$ cat src/rtl/result_port.sv
// Snoops `sw Rx, ROM` stores into a byte FIFO and drains them over valid/ready.
// It also keeps a saturating byte count, sticky overflow with first-drop PC, and a DONE drain flag.
module result_port #(
    parameter int         DEPTH    = 8,
    parameter logic [2:0] ROM_ADDR = 3'b111
) (
    input  logic       CLK,
    input  logic       RST_N,
    input  logic [1:0] ProgState,
    input  logic [8:0] Instruction,
    input  logic [7:0] DataOut,
    input  logic [9:0] PC,
    output logic [7:0] out_data,
    output logic       out_valid,
    input  logic       out_ready,
    output logic [7:0] byte_count,
    output logic       overflow,
    output logic [9:0] overflow_pc,
    output logic       drained
);
    localparam int AW = $clog2(DEPTH);

    typedef enum logic [1:0] {ST_IDLE, ST_RUN, ST_DONE, ST_HALT} prog_state_e;
    prog_state_e state;
    assign state = prog_state_e'(ProgState);

    logic [AW:0] wr_ptr_q, wr_ptr_d, rd_ptr_q, rd_ptr_d;
    logic [7:0]  count_q, count_d;
    logic        ovf_q, ovf_d;
    logic [9:0]  ovf_pc_q, ovf_pc_d;
    logic        drained_q, drained_d;
    logic [7:0]  out_data_q, out_data_d;
    logic [7:0]  mem_q [DEPTH];

    logic empty, full, store, pop, push, drop;
    logic unused_ra;
    assign unused_ra = ^Instruction[5:3];

    assign empty = (wr_ptr_q == rd_ptr_q);
    assign full  = (wr_ptr_q[AW] != rd_ptr_q[AW]) && (wr_ptr_q[AW-1:0] == rd_ptr_q[AW-1:0]);
    assign store = (state == ST_RUN) && (Instruction[8:6] == 3'b001)
                   && (Instruction[2:0] == ROM_ADDR);
    assign out_valid = !empty && (state != ST_HALT);
    assign pop   = out_valid && out_ready && (state != ST_IDLE);
    assign push  = store && (!full || pop);
    assign drop  = store && full && !pop;

    always_comb begin
        wr_ptr_d   = wr_ptr_q;
        rd_ptr_d   = rd_ptr_q;
        count_d    = count_q;
        ovf_d      = ovf_q;
        ovf_pc_d   = ovf_pc_q;
        drained_d  = (state == ST_DONE) && empty;
        out_data_d = out_data_q;
        if (state == ST_IDLE) begin
            wr_ptr_d  = '0;
            rd_ptr_d  = '0;
            count_d   = '0;
            ovf_d     = 1'b0;
            ovf_pc_d  = '0;
            drained_d = 1'b0;
        end else begin
            if (push) wr_ptr_d = wr_ptr_q + 1'b1;
            if (pop)  rd_ptr_d = rd_ptr_q + 1'b1;
            if (push && count_q != 8'hFF) count_d = count_q + 8'd1;
            if (drop) begin
                ovf_d = 1'b1;
                if (!ovf_q) ovf_pc_d = PC;
            end
        end
        // The byte being written this cycle is not in mem_q yet; forward it if it becomes the head.
        if (push && (wr_ptr_q[AW-1:0] == rd_ptr_d[AW-1:0]))
            out_data_d = DataOut;
        else
            out_data_d = mem_q[rd_ptr_d[AW-1:0]];
    end

    always_ff @(posedge CLK) begin
        if (push) mem_q[wr_ptr_q[AW-1:0]] <= DataOut;
    end

    always_ff @(posedge CLK or negedge RST_N) begin
        if (!RST_N) begin
            wr_ptr_q   <= '0;
            rd_ptr_q   <= '0;
            count_q    <= '0;
            ovf_q      <= 1'b0;
            ovf_pc_q   <= '0;
            drained_q  <= 1'b0;
            out_data_q <= '0;
        end else begin
            wr_ptr_q   <= wr_ptr_d;
            rd_ptr_q   <= rd_ptr_d;
            count_q    <= count_d;
            ovf_q      <= ovf_d;
            ovf_pc_q   <= ovf_pc_d;
            drained_q  <= drained_d;
            out_data_q <= out_data_d;
        end
    end

    assign out_data    = out_data_q;
    assign byte_count  = count_q;
    assign overflow    = ovf_q;
    assign overflow_pc = ovf_pc_q;
    assign drained     = drained_q;
endmodule

$ cat config.mk
export PLATFORM = sky130hd
export DESIGN_NAME = result_port
export DESIGN_NICKNAME = d
export VERILOG_FILES = /design/src/rtl/result_port.sv
export SDC_FILE = /design/constraint.sdc
export NUM_CORES = 1
export LEC_CHECK = 0
export BUFFER_PORTS_ARGS = -buffer_cell sky130_fd_sc_hd__buf_4
export CELL_PAD_IN_SITES_DETAIL_PLACEMENT = 1
export CELL_PAD_IN_SITES_GLOBAL_PLACEMENT = 1
export CORE_ASPECT_RATIO = 1.5
export CORE_MARGIN = 1
export CORE_UTILIZATION = 35
export CTS_BUF_LIST = sky130_fd_sc_hd__clkbuf_16
export DETAILED_ROUTE_END_ITERATION = 7
export PLACE_DENSITY_LB_ADDON = 0.1
export SYNTH_ARGS = -nofsm -noshare
export SYNTH_HDL_FRONTEND = slang
export SYNTH_SLANG_ARGS = --single-unit
$ cat constraint.sdc
create_clock -name CLK -period 2.4 [get_ports CLK]
set_input_delay 0.24 -clock CLK [delete_from_list [all_inputs] [get_ports CLK]]
set_output_delay 0.24 -clock CLK [all_outputs]
set_load 0.02 [all_outputs]
* Word-level counts from Yosys, hierarchy flattened
Memory sizes are Yosys's and may differ from the RTL's. A register that Yosys moved wholly into a read port is not among the register bits.
Cells that the tools add are included.
** Word-level totals
- Bits in registers :: 28
- Output and inout bits :: 29
- Input port bits :: 32
- Logic and storage cells :: 58
- RAM bits :: 64
- Memories kept :: 1
** Memories
- mem_q :: depth 8, bits a word 8, rd ports 1, clocked after memory_dff 1, wr ports 1, line 33 : logic [7:0] mem_q [DEPTH];
** Operators by class
- Equality and inequality tests :: 10
- Reductions and logical operators :: 23
- Mux-type cells :: 14
- Add/subtract/negate cells :: 3
** Operators with widths (number)
- $mux 10 :: 3
- $mux 4 :: 4
- $mux 8 :: 2
- $logic_and 1x1->1 :: 11
- $reduce_bool 2->1 :: 5
- $add 4x1->4 const B :: 2
- $add 8x1->8 const B :: 1
- $ne 8x8->1 const B :: 1
- $mux 1 :: 5
- $eq 4x4->1 :: 1
- $logic_not 1->1 :: 4
- $eq 3x1->1 const B :: 1
- $eq 3x3->1 :: 1
- $eq 3x3->1 const B :: 1
- $eq 2x1->1 const B :: 1
- $eq 2x2->1 const B :: 1
- $logic_not 2->1 :: 1
- $ne 2x1->1 const B :: 1
- $ne 2x2->1 const B :: 1
- $reduce_and 2->1 :: 1
- $logic_or 1x1->1 :: 1
- $ne 1x1->1 :: 1

* Logic depth before layout (Yosys ltp)
- Word-level depth :: 10
- Depth in mapped cells :: 10
- Depth with buffers taken out :: 8

* Least setup slack after synthesis
OpenSTA, ideal clock, no wires.
- Kind :: register to register
- From :: register wr_ptr_q[0]
- To :: memory mem_q[5][0] (enable)
- Stages on the path, launching flop included :: 7
- Data arrival time :: 2.210 ns
- Setup time :: 0.385 ns
- Required time :: 2.015 ns
- Buffers on the path :: 1
- Path slack :: -0.196 ns
- Cells stage by stage :: dfrtp_1 > buf_2 > xor2_1 > nor3_1 > a21oi_1 > nand2_1 > nor3b_1
** On the way
- Cells in the longest elaborated chain, start to end :: 9
** Ends and longest elaborated chain
- start: declaration :: line 27 : logic [AW:0] wr_ptr_q, wr_ptr_d, rd_ptr_q, rd_ptr_d;
- start signal: assignment :: line 93 : wr_ptr_q <= wr_ptr_d;
- $eq 4x4->1 :: line 39 : assign empty = (wr_ptr_q == rd_ptr_q);
- $logic_not 1->1 :: line 43 : assign out_valid = !empty && (state != ST_HALT);
- $logic_and 1x1->1 :: line 43
- $logic_and 1x1->1 (2 in a row) :: line 44 : assign pop = out_valid && out_ready && (state != ST_IDLE);
- $logic_or 1x1->1 :: line 45 : assign push = store && (!full || pop);
- $logic_and 1x1->1 :: line 45
- $mux 1 :: line 80 : if (push) mem_q[wr_ptr_q[AW-1:0]] <= DataOut;
- $mux 1 (not written as such) :: line 80
- end: declaration :: line 33
Several ways; a longest one is shown, not always the timed one.

* Worst setup path after layout
- From :: register rd_ptr_q[1]
- To :: register out_data_q[3], in the netlist out_data[3] (read register of mem_q)
** On the way
- Cells in the longest elaborated chain, start to end :: 7
** Ends and longest elaborated chain
- start: declaration :: line 27
- start signal: assignment :: line 94 : rd_ptr_q <= rd_ptr_d;
- $eq 4x4->1 :: line 39
- $logic_not 1->1 :: line 43
- $logic_and 1x1->1 :: line 43
- $logic_and 1x1->1 (2 in a row) :: line 44
- $mux 4 (*) :: line 65 : if (pop) rd_ptr_d = rd_ptr_q + 1'b1;
- $mux 4 (*) :: line 56 : if (state == ST_IDLE) begin
- end: declaration :: line 32 : logic [7:0] out_data_q, out_data_d;
Mark *: on every way between the ends. The rest lies on a longest branch, timed or not. The select of a mux whose other input is x is not followed.
A chain may end at the register's enable or synchronous reset.

==> impl_metrics.toml <==
[final_layout]
stdcell_count = 556
diodes = 0
nets = 436
syn_to_final_growth_pct = 30.54
postLayoutCoreUtil_pct = 47.47
drive_above_1_share_pct = 34.24

[global_route]
grt_pass1_wl_um = 16450
grt_max_degree = 37
grt_pass1_vias = 3026
grt_overflow = 0
antenna_found_initial = 0
grt_use_total_pct = 18.03

[drt]
highest-signal-layer = "met4"
met3_length_um = 339
vias = 2771
drcViolationCount = 0
m1WireLength_um = 4126
firstDrtPassIters = 4
wl_met2_um = 5757
routedWlPerCell_um = 18.62
via_per_inst = 4.984
routed_wl_um = 10350
drtIter0Drc = 77
ant_nets = 0

[timing]
finalCritPeriodShare_pct = 103.7
rsz0062_at_grt = "true"
fmax_mhz = 401.6
worst_pin_slew_ns = 0.5452
final-setup-viol-count = 8
slew_headroom_pct = 63.65
final-hold-violation-count = 0
period_needed_ns = 2.490
finalClockSkew_ns = 0.007227
worst_slack_ns = -0.08979
final-max-slew-violation-count = 0

[setup_path]
critPathMaxStageDelay_ns = 0.52
timing.rr.end = "out_data[3]"
critPathLaunchType = "flop"
r2r_setup_slack_ns = -0.09
path_delay_family = "multiplexers"
crit_cells = 8
cp_data_arrival_time_ns = 2.72
end_kind = "flop"
worstSetupPathType = "reg2reg"
cp_max_fo = 6
timing.rr.start = "rd_ptr_q[1]"
startpoint = "rd_ptr_q[1]"
slowest_stage = "o41a_1"
crit_chain = "xor2_1, o41a_1, mux2i_4, buf_6, mux2i_1, o22a_1, o221ai_1, mux2_2"
reg2reg_depth = 8
cp-endpoint = "out_data[3]"
cp.required_ns = 2.64
critPathBufInv = 1

[floorplan]
rows = 48
die_h_um = 136.7
die-area_mm2 = 0.01256
io_pins = 61
start_util_pct = 36.36
core-area_mm2 = 0.01165
fp.dieW_um = 91.83

[status]
violations = "negative setup slack"
status = "finished with violations"

[hold_path]
hold_start = "PC[4]"
hold_class = "in2reg"

[synthesis]
synth_seq_cells = 100
synth_cells = 299
syn_area_mm2 = 0.004237
yosysTopAreaCellShare_pct = 45.36
synthMostInstantiatedCell = "edfxtp_1"
yosys.cell_types.count = 41
synthTopCellsByCount = "edfxtp_1, dfrtp_1, mux2i_1"
synth_nets = 334
yosysWarnings = 0
synth_area_leaders = "edfxtp_1, dfrtp_1, mux2i_1"
synth_top_cell_by_area = "edfxtp_1"
synth_edf_count = 64
async_flop_share_pct = 36.00
yosys_most_used_dff = "edfxtp_1"
synth_area_per_cell_um2 = 14.17
synth-seq-area-share_pct = 66.63

[pwr]
peakVddDrop_v = 0.0003137
pwr_density_cell_mw_per_mm2 = 748.9
p_leak_uw = 0.002277

[place]
io_buffers = 57
dpl.hpwl_um = 6928
dp_cells = 533
place_ws_ns = -0.1446
place.gp.congestion = 0.7265

[cts]
cts_htree_levels = 3
cts.path.max_buffers = 2
path_clk_slew_ns = 0.08
cts_tree = "built"
cts.sinks = 100
clock-root-buffer = "clkbuf_16"
numCtsBuffers = 9
clk_latency_ns = 0.35

[flow_run]
maxCapViolations = 0
[what timing repair did]
item	4_1_cts	5_1_grt
setup endpoints to repair	8	8
hold buffers	1	0
pin swaps	3	2
gates resized for setup	10	3
cloned	1	0
endpoints found under the hold margin	36	0
setup buffers	5	0
[cells by family after synthesis]
family | after synthesis | share of synthesized area, %
adders and majority gates | 3 | 0.8861
and+or+nand+nor | 80 | 9.126
DFF | 100 | 66.63
xor gates and xnor gates | 18 | 3.898
AOI/OAI and AO/OA | 39 | 6.734
buffers and inverters | 15 | 2.067
muxes | 44 | 10.66
[stage by stage]
step / cell area (µm²) / total power, µW / hold WS (ns) / TNS, ns
CTS: 5517 / 4186 / 0.08422 / -0.6562
finish: 5530 / 4141 / 0.09447 / -0.6367
floorplan: 4247 / 2348 / -0.05559 / -5.536
global placement: 5097 / 2608 / 0.2642 / -0.5182
detailed placement: 5097 / 2618 / 0.2699 / -1.050
global route: 5530 / 4304 / 0.08913 / -1.355
[tightest hold or removal path: stages]
cell	delay, ns
buf_4	0.07
nand2_1	0.03
o21ai_0	0.05
[report_power, final]
part	total (µW)	leakage [µW]	internal (µW)	switching (µW)
logic	748	0.00108	372	376
registers	1900	0.00106	1880	17.7
clock network	1500	0.000141	823	673
total	4140	0.00228	3070	1070
[worst min-delay path by stage]
| stage | slack, ns | cells after the start | to |
|---|---|---|---|
| finish | 0.09 | 3 | overflow_pc[4] |
| global route | 0.09 | 3 | overflow_pc[5] |
| floorplan | -0.06 | 0 | byte_count[0] |
| detailed placement | 0.27 | 1 | overflow_pc[4] |
| CTS | 0.08 | 3 | overflow_pc[0] |
| global placement | 0.26 | 1 | overflow_pc[4] |
[sequential cells by signal, summed over array words and instances (netlist names)]
name	flops
byte_count	8
mem_q	64
overflow	1
wr_ptr_q	4
drained	1
rd_ptr_q	4
out_data	8
overflow_pc	10
[routing by layer]
metal	GRT usage [%]	vias up
met5	0	-
met4	5.816	0
met3	4.444	11
met2	33.79	52
met1	19.88	1391
li1	-	1317
[placed cells by master (no fill, tap or decap), drive strengths merged, types with 2 or more instances in the layout]
cell type and n:
a21oi 4, xor2 12, ha 3, o22a 8, o221ai 8, xnor2 6
mux2i 35, o2111ai 2, nand4 4, buf 101, dfrtp 36, mux2 9
clkbuf 9, nand2b 2, nand2 35, nor3b 4, clkinvlp 3, edfxtp 64
nand3 4, nor3 4, o21ai 11, nor2 19, clkinv 2, and3 2
inv 5
[layout make-up]
type,instances,area [µm²]
clock buffers,9,225.2
clock inverters,7,86.33
fillers,1223,6121
inverters,4,15.01
multi-input cells,184,1381
flip-flops and latches,100,2823
well taps,150,187.7
repair buffers,102,812.0
Note: power is estimated with default switching activity, not from simulation.
